`src/rtl/julia_frame_ctrl_if.sv`:
```
// rtl/julia_frame_ctrl_if.sv - parameter-update request channel into julia_frame_ctrl
interface julia_frame_ctrl_if;
    logic               req_valid;
    logic               req_ready;
    logic signed [17:0] c_real_in;
    logic signed [17:0] c_comp_in;
    logic signed [17:0] x_in;
    logic signed [17:0] y_in;
    logic signed [17:0] scale_in;

    modport master (
        output req_valid, c_real_in, c_comp_in, x_in, y_in, scale_in,
        input  req_ready
    );

    modport slave (
        input  req_valid, c_real_in, c_comp_in, x_in, y_in, scale_in,
        output req_ready
    );
endinterface

```
`src/rtl/julia_frame_ctrl.sv`:
```
// rtl/julia_frame_ctrl.sv - Julia renderer frame scheduler: launch, completion tracking, render timing
// Optional auto-animation in IDLE is enabled by defining JULIA_AUTO_ANIMATE_EN.
module julia_frame_ctrl #(
    parameter int                 NUM_STRIPES = 2,
    parameter logic signed [17:0] ANIM_STEP   = 18'sd16
) (
    input  logic                   clock,
    input  logic                   reset,
    julia_frame_ctrl_if.slave      req,
    output logic signed [17:0]     c_real_wire,
    output logic signed [17:0]     c_comp_wire,
    output logic signed [17:0]     x_wire,
    output logic signed [17:0]     y_wire,
    output logic signed [17:0]     scale_wire,
    output logic                   valid,
    output logic                   update,
    input  logic [NUM_STRIPES-1:0] stripe_pause,
    output logic                   frame_busy,
    output logic                   frame_done,
    output logic [31:0]            frame_cycles,
    output logic [7:0]             abort_count
);
    localparam logic signed [17:0] RST_C_REAL = -18'sd13107;
    localparam logic signed [17:0] RST_C_COMP = 18'sd2556;
    localparam logic signed [17:0] RST_SCALE  = 18'sd32768;

    typedef enum logic [1:0] {S_SETTLE, S_RUN, S_IDLE, S_LAUNCH} state_t;

    state_t             state_q, state_d;
    logic signed [17:0] c_real_q, c_real_d, c_comp_q, c_comp_d;
    logic signed [17:0] x_q, x_d, y_q, y_d, scale_q, scale_d;
    logic [31:0]        cnt_q, cnt_d, cnt_inc;
    logic [31:0]        cycles_q, cycles_d;
    logic [7:0]         abort_q, abort_d;
    logic               valid_q, valid_d, done_q, done_d;
    logic               busy_q, busy_d, ready_q, ready_d;
    logic               accept, all_paused;

`ifdef JULIA_AUTO_ANIMATE_EN
    logic signed [18:0] anim_sum;
    logic signed [17:0] anim_next;
    always_comb begin
        anim_sum  = {c_real_q[17], c_real_q} + {ANIM_STEP[17], ANIM_STEP};
        anim_next = (anim_sum > 19'sd16384) ? -18'sd16384 : anim_sum[17:0];
    end
`endif

    assign accept     = req.req_valid && ready_q;
    assign all_paused = &stripe_pause;
    assign cnt_inc    = (cnt_q == 32'hFFFF_FFFF) ? cnt_q : cnt_q + 32'd1;

    always_comb begin
        state_d  = state_q;
        c_real_d = c_real_q;
        c_comp_d = c_comp_q;
        x_d      = x_q;
        y_d      = y_q;
        scale_d  = scale_q;
        cnt_d    = cnt_q;
        cycles_d = cycles_q;
        abort_d  = abort_q;
        done_d   = 1'b0;

        if (accept) begin
            c_real_d = req.c_real_in;
            c_comp_d = req.c_comp_in;
            x_d      = req.x_in;
            y_d      = req.y_in;
            scale_d  = req.scale_in;
            state_d  = S_LAUNCH;
        end

        case (state_q)
            S_LAUNCH: begin
                cnt_d   = 32'd0;
                state_d = S_SETTLE;
            end
            S_SETTLE: begin
                // stripes still show last frame's pause for one cycle after update
                cnt_d   = cnt_inc;
                state_d = S_RUN;
            end
            S_RUN: begin
                cnt_d = cnt_inc;
                if (accept) begin
                    if (!all_paused)
                        abort_d = (abort_q == 8'hFF) ? abort_q : abort_q + 8'd1;
                end else if (all_paused) begin
                    state_d  = S_IDLE;
                    done_d   = 1'b1;
                    cycles_d = cnt_inc;
                end
            end
            S_IDLE: begin
`ifdef JULIA_AUTO_ANIMATE_EN
                if (!accept) begin
                    c_real_d = anim_next;
                    state_d  = S_LAUNCH;
                end
`endif
            end
            default: state_d = S_SETTLE;
        endcase

        valid_d = (state_d == S_LAUNCH);
        busy_d  = (state_d != S_IDLE);
        ready_d = (state_d == S_IDLE) || (state_d == S_RUN);
    end

    always_ff @(posedge clock) begin
        if (reset) begin
            state_q  <= S_SETTLE;
            c_real_q <= RST_C_REAL;
            c_comp_q <= RST_C_COMP;
            x_q      <= '0;
            y_q      <= '0;
            scale_q  <= RST_SCALE;
            cnt_q    <= '0;
            cycles_q <= '0;
            abort_q  <= '0;
            valid_q  <= 1'b0;
            done_q   <= 1'b0;
            busy_q   <= 1'b1;
            ready_q  <= 1'b0;
        end else begin
            state_q  <= state_d;
            c_real_q <= c_real_d;
            c_comp_q <= c_comp_d;
            x_q      <= x_d;
            y_q      <= y_d;
            scale_q  <= scale_d;
            cnt_q    <= cnt_d;
            cycles_q <= cycles_d;
            abort_q  <= abort_d;
            valid_q  <= valid_d;
            done_q   <= done_d;
            busy_q   <= busy_d;
            ready_q  <= ready_d;
        end
    end

    assign req.req_ready  = ready_q;
    assign c_real_wire    = c_real_q;
    assign c_comp_wire    = c_comp_q;
    assign x_wire         = x_q;
    assign y_wire         = y_q;
    assign scale_wire     = scale_q;
    assign valid          = valid_q;
    assign update         = valid_q;
    assign frame_busy     = busy_q;
    assign frame_done     = done_q;
    assign frame_cycles   = cycles_q;
    assign abort_count    = abort_q;
endmodule

```
`src/flat_wrapper.sv`:
```
// flat-port wrapper written by rule: the top's interface ports become plain ports
module julia_frame_ctrl_flat 
#(
    parameter int                 NUM_STRIPES = 2,
    parameter logic signed [17:0] ANIM_STEP   = 18'sd16
)
  (clock, reset, c_real_wire, c_comp_wire, x_wire, y_wire, scale_wire, valid, update, stripe_pause, frame_busy, frame_done, frame_cycles, abort_count, req_req_valid, req_c_real_in, req_c_comp_in, req_x_in, req_y_in, req_scale_in, req_req_ready);
  julia_frame_ctrl_if req_i ();
  input  logic clock;
  input  logic reset;
  output logic signed [17:0] c_real_wire;
  output logic signed [17:0] c_comp_wire;
  output logic signed [17:0] x_wire;
  output logic signed [17:0] y_wire;
  output logic signed [17:0] scale_wire;
  output logic valid;
  output logic update;
  input  logic [NUM_STRIPES-1:0] stripe_pause;
  output logic frame_busy;
  output logic frame_done;
  output logic [31:0] frame_cycles;
  output logic [7:0] abort_count;
  input wire logic [$bits(req_i.req_valid)-1:0] req_req_valid;
  input wire logic [$bits(req_i.c_real_in)-1:0] req_c_real_in;
  input wire logic [$bits(req_i.c_comp_in)-1:0] req_c_comp_in;
  input wire logic [$bits(req_i.x_in)-1:0] req_x_in;
  input wire logic [$bits(req_i.y_in)-1:0] req_y_in;
  input wire logic [$bits(req_i.scale_in)-1:0] req_scale_in;
  output wire logic [$bits(req_i.req_ready)-1:0] req_req_ready;
  assign req_i.req_valid = req_req_valid;
  assign req_i.c_real_in = req_c_real_in;
  assign req_i.c_comp_in = req_c_comp_in;
  assign req_i.x_in = req_x_in;
  assign req_i.y_in = req_y_in;
  assign req_i.scale_in = req_scale_in;
  assign req_req_ready = req_i.req_ready;
  julia_frame_ctrl #(.NUM_STRIPES(NUM_STRIPES), .ANIM_STEP(ANIM_STEP)) u_core (.clock(clock), .reset(reset), .req(req_i), .c_real_wire(c_real_wire), .c_comp_wire(c_comp_wire), .x_wire(x_wire), .y_wire(y_wire), .scale_wire(scale_wire), .valid(valid), .update(update), .stripe_pause(stripe_pause), .frame_busy(frame_busy), .frame_done(frame_done), .frame_cycles(frame_cycles), .abort_count(abort_count));
endmodule
```
`config.mk`:
```
export PLATFORM = sky130hd
export DESIGN_NAME = julia_frame_ctrl_flat
export DESIGN_NICKNAME = d
export VERILOG_FILES = /design/src/rtl/julia_frame_ctrl_if.sv /design/src/rtl/julia_frame_ctrl.sv /design/src/flat_wrapper.sv
export SDC_FILE = /design/constraint.sdc
export NUM_CORES = 1
export LEC_CHECK = 0
export BUFFER_PORTS_ARGS = -buffer_cell sky130_fd_sc_hd__buf_4
export CAP_MARGIN = 20
export CORE_ASPECT_RATIO = 0.9
export CORE_MARGIN = 5
export CORE_UTILIZATION = 55
export CTS_CLUSTER_SIZE = 40
export DETAILED_ROUTE_END_ITERATION = 7
export PLACE_DENSITY = 0.95
export SYNTH_ARGS = -nofsm -noshare
export SYNTH_HDL_FRONTEND = slang
export SYNTH_SLANG_ARGS = --single-unit
```
`constraint.sdc`:
```
create_clock -name clock -period 5.6 [get_ports clock]
set_input_delay 0 -clock clock [delete_from_list [all_inputs] [get_ports clock]]
set_output_delay 0 -clock clock [all_outputs]
set_load 0.02 [all_outputs]
```
======== After elaboration in Yosys (flattened, before gate mapping) ========
Index checks and enable logic that the tools add are counted.
cells by class
  $add $sub $neg .......................... 2
  equality and inequality tests ........... 8
  muxes and demuxes ....................... 7
  bitwise operators ....................... 4
  reduce and logical (&&, ||, !) cells .... 9
operators by type and width
  kind                     number
  $pmux W32 S2             1
  $add A32 B1 Y32 const B  1
  $eq A32 B32 Y1 const B   1
  $mux W32                 1
  $add A8 B1 Y8 const B    1
  $eq A8 B8 Y1 const B     1
  $reduce_and A4 Y1        2
  $eq A2 B2 Y1 const B     3
  $mux W2                  3
  $pmux W2 S3              1
  $eq A2 B1 Y1 const B     2
  $not A1 Y1               4
  $reduce_or A3 Y1         1
  $logic_not A2 Y1         1
  $ne A2 B2 Y1 const B     1
  $reduce_and A2 Y1        1
  $reduce_bool A2 Y1       1
  $reduce_or A2 Y1         1
  $logic_and A1 B1 Y1      1
  $logic_or A1 B1 Y1       1
  $mux W1                  1
storage, ports and cells
  bits in registers ....................... 168
  bits of input ports ..................... 95
  output and inout port bits .............. 135
  logic and storage cells ................. 43

======== Depth between registers and ports, before layout ========
  word-level depth ........................ 7
  depth in mapped cells ................... 9
  mapped depth without buffers ............ 6

======== Worst setup path before layout ========
Ideal clock, no wire load.
  kind .................................... reg2reg
  from .................................... register u_core.cnt_q[0]
  to ...................................... register u_core.cnt_q[3]
  library setup time ...................... 0.133 ns
  arrival ................................. 2.110 ns
  required time ........................... 5.467 ns
  path slack .............................. 3.358 ns
  cell stages (with the launch flop) ...... 10
  buffers on the path ..................... 3
  period minus slack after synthesis ...... 2.242 ns
  cells stage by stage .................... dfxtp_1 ha_1 nand3_1 or3_1 buf_2 or3_1 buf_2 buf_2 a31oi_1 a31oi_1
between the ends
  longest elaborated chain between the ends .. 3
  elaborated cells on any way between the ends .. 4
  those cells by class .................... add/sub (1); eq/ne (1); mux (2)
ends and longest elaborated chain
  item                                                      line                     text
  start, declared                                           julia_frame_ctrl.sv:32   logic [31:0] cnt_q, cnt_d, cnt_inc;
  start signal, assigned                                    julia_frame_ctrl.sv:132  cnt_q <= cnt_d;
  $add A32 B1 Y32 / $eq A32 B32 Y1 (equally long branches)  julia_frame_ctrl.sv:50   assign cnt_inc = (cnt_q == 32'hFFFF_FFFF) ? cnt_q : cnt_q + 32'd1;
  $mux W32 (*)                                              julia_frame_ctrl.sv:50
  $pmux W32 S2 (*)                                          julia_frame_ctrl.sv:73   case (state_q)
Mark *: on every way between the ends. The rest lies on a longest branch, timed or not.
A chain may end at the register's enable or synchronous reset.

======== Final worst setup path ========
  from .................................... register u_core.cnt_q[0]
  to ...................................... register u_core.cnt_q[4]
The elaborated chain is that of the path after synthesis.

==> impl_metrics.yaml <==
drt:
  wl_met3_um: 2690
  firstDrtPassIters: 8
  wl_met1_um: 9390
  dr_wl_met2_um: 13300
  drcViolationCount: 0
  drt.antenna.violating_nets: 0
  highest_layer: "met4"
  totalWireLength_um: 27800
  viasPerCell: 6.12
  wl_per_cell_um: 20.7
  vias: 8207
  drt_iter0_drc: 843
sta:
  drv_slew: 0
  clock_skew_ns: 0.0112
  hold-worst-slack_ns: 0.146
  setup_viol: 0
  max_freq_ghz: 0.363
  rsz0062_at_grt: "false"
  fin_ws_ns: 2.85
  max_slew_margin_pct: 25.6
  hold_viol: 0
  period_share_pct: 49.2
  final.min_clock_period_ns: 2.75
  final.setup.tns_ns: 0
  tightest_slew_ns: 1.11
cts:
  clkTransAtPathRegs_ns: 0.06
  clockBufferDepth: 2
  cts_resized: 0
  cts_sinks: 168
  cts_tree: "done"
  htreeDepth: 4
  cts-root-buf: "clkbuf_16"
  post_cts_buffers: 0
  worst_skew_pair.late_latency_ns: 0.43
  holdBufCountCts: 91
  numCtsBuffers: 17
finish:
  area_growth_pct: 44.6
  nets: 1260
  layout-drive-gt1-share_pct: 23.9
  fin_util_pct: 80.9
  final_common_cell: "buf_4"
  mostFrequentLayoutCells: "235 x buf_4, 213 x nand2_1, 168 x dfxtp_1"
power:
  p_int_mw: 2.16
  switchingPower_mw: 0.867
  combinationalPowerShare_pct: 17.5
  ir_drop_mv: 0.252
  p_clk_share_pct: 38.6
  leakage_nw: 4.21
  swShare_pct: 28.7
  seq_power_share_pct: 43.9
  power.density_cell_area_mw_per_mm2: 295
global_route:
  grt_pass1_vias: 8203
  antenna_found_initial: 4
  overflow: 0
  grt_max_degree: 92
  grt.total_usage_pct: 35.7
  grt_pass1_wl_um: 43000
critical_path:
  cpMaxStageDelayCell: "or3_1"
  critPathLaunchType: "flip-flop"
  path_cells: "ha_1, nand3_1, or3_1, or3_1, a21o_1, a311oi_1"
  required_ns: 5.93
  worst_setup_path_end_kind: "flip-flop"
  crit_family: "simple AND/OR/NAND/NOR gates"
  crit_top_cell: "or3_1"
  max_stage_delay_ns: 0.66
  crit_buf_inv: 0
  arrival_ns: 3.09
  critical_path_class: "flip-flop to flip-flop"
  critPathMaxFanout: 16
floorplanning:
  start_util_pct: 55.9
  core_area_mm2: 0.0127
  ioPinCount: 230
  die_height_um: 118
  rows: 39
  die_area_mm2: 0.0153
  die_x_um: 130
yosys:
  synthSimpleGateAreaFrac_pct: 25.9
  synth_cell_type_count: 55
  synth-compound-area-share_pct: 18.5
  synth_fp_nets: 992
  synth_fa_ha_area_share_pct: 0.705
  synth_edf_count: 0
  async_flop_share_pct: 0
  yosysSeqAreaShare_pct: 47.4
  synth_top_family_by_area: "simple AND/OR/NAND/NOR gates"
  synth_xor_xnor_area_share_pct: 2.47
  synthMuxAreaShare_pct: 0.141
  avgSynthCellArea_um2: 7.95
  yosysWarnings: 0
  syn_area_mm2: 0.00710
  synth_ff_type: "dfxtp_1"
  syn-instance-count: 893
  synth-seq-cells: 168
job:
  maxCapViolCount: 0
status:
  outcome: "finished clean"
placement:
  gp_congestion: 0.942
  place.port_buffers: 229
  pre_cts_ws_ns: 2.95
  hpwl_um: 14800
min_path:
  min_path_type: "input pin to flip-flop"
## power groups by stage
stage / clock (mW) / combinational (mW) / sequential, mW
final: 1.17 / 0.530 / 1.33
after global routing: 1.22 / 0.561 / 1.33
after CTS: 1.16 / 0.502 / 1.32
after detailed placement: 0 / 0.445 / 1.34
after global placement: 0 / 0.435 / 1.34
after floorplan: 0 / 0.177 / 1.41
## registers in the layout, summed over array words and instances, names as in the netlist
signal                count
u_core.req.req_ready      1
u_core.update             1
u_core.y_wire            18
u_core.c_real_wire       18
u_core.x_wire            18
u_core.frame_done         1
u_core.state_q            2
u_core.cnt_q             32
u_core.frame_busy         1
u_core.c_comp_wire       18
u_core.scale_wire        18
u_core.frame_cycles      32
u_core.abort_count        8
## metrics by stage
| stage | std cells | power [mW] | instance area, µm² |
|---|---|---|---|
| floorplan | 893 | 1.58 | 7100 |
| global placement | 1215 | 1.77 | 8770 |
| detailed placement | 1215 | 1.79 | 8770 |
| CTS | 1338 | 2.98 | 10300 |
| global route | 1342 | 3.12 | 10300 |
| finish | 1342 | 3.02 | 10300 |
## logic make-up after synthesis
logic type / Yosys count
multiplexers: 1
flip-flops: 168
AO/OA/AOI/OAI: 220
adder cells (fa/ha/maj): 4
AND/OR/NAND/NOR: 394
buffers and inverters: 86
XOR/XNOR: 20
## cells in the mapped netlist, types with 3 or more instances
| cell type | n | share of area, % |
|---|---|---|
| nor3_1 | 22 | 1.6 |
| o211ai_1 | 5 | 0.53 |
| inv_1 | 8 | 0.42 |
| a31oi_1 | 29 | 2.6 |
| nor4_1 | 8 | 0.71 |
| nand2_1 | 214 | 11 |
| a21oi_1 | 99 | 7.0 |
| or4_1 | 7 | 0.74 |
| ha_1 | 4 | 0.71 |
| nor2_1 | 31 | 1.6 |
| a211oi_1 | 5 | 0.53 |
| clkbuf_2 | 4 | 0.28 |
| a2111oi_0 | 3 | 0.37 |
| a311oi_1 | 5 | 0.62 |
| o21ai_0 | 47 | 3.3 |
| or3_1 | 12 | 1.1 |
| and2_1 | 4 | 0.35 |
| clkbuf_1 | 50 | 2.6 |
| a21o_1 | 6 | 0.63 |
| nand2b_1 | 10 | 0.88 |
| and3_1 | 11 | 0.97 |
| dfxtp_1 | 168 | 47 |
| nand4_1 | 14 | 1.2 |
| nand3b_1 | 3 | 0.32 |
| nand3_1 | 43 | 3.0 |
| o31ai_1 | 6 | 0.63 |
| xnor2_1 | 20 | 2.5 |
| buf_2 | 13 | 0.92 |
| buf_1 | 9 | 0.48 |
## path summary, 6_finish.rpt
| kind | start | to | slack [ns] | depth (start not counted) |
|---|---|---|---|---|
| max | u_core.cnt_q[0] | u_core.cnt_q[4] | 2.85 | 6 |
| min | stripe_pause[0] | u_core.state_q[0] | 0.15 | 5 |
| min reg2reg | u_core.scale_wire[3] | u_core.scale_wire[3] | 0.46 | 2 |
| max reg2reg | u_core.cnt_q[0] | u_core.cnt_q[4] | 2.85 | 6 |
## layer usage
| layer | vias to the layer above | global-route usage [%] |
|---|---|---|
| met2 | 566 | 57.8 |
| met4 | 0 | 27.6 |
| li1 | 3660 | - |
| met3 | 201 | 9.80 |
| met5 | - | 1.04 |
| met1 | 3780 | 38.7 |
## final cells by class
cell class	instances	area (µm²)
clock inverter	8	85.1
fill	706	2420
antenna	4	10.0
sequential	168	3360
multi-input combinational	639	3400
timing repair buffer	326	2680
tap	164	205
inverter	9	33.8
clock buffer	24	492
## worst register-to-register path, cell delays in order (launching register included)
cell and delay, ns:
dfxtp_1 0.45, ha_1 0.27, nand3_1 0.21, or3_1 0.51, or3_1 0.67, a21o_1 0.27, a311oi_1 0.28
No activity file was read; power rests on OpenSTA's default activity.
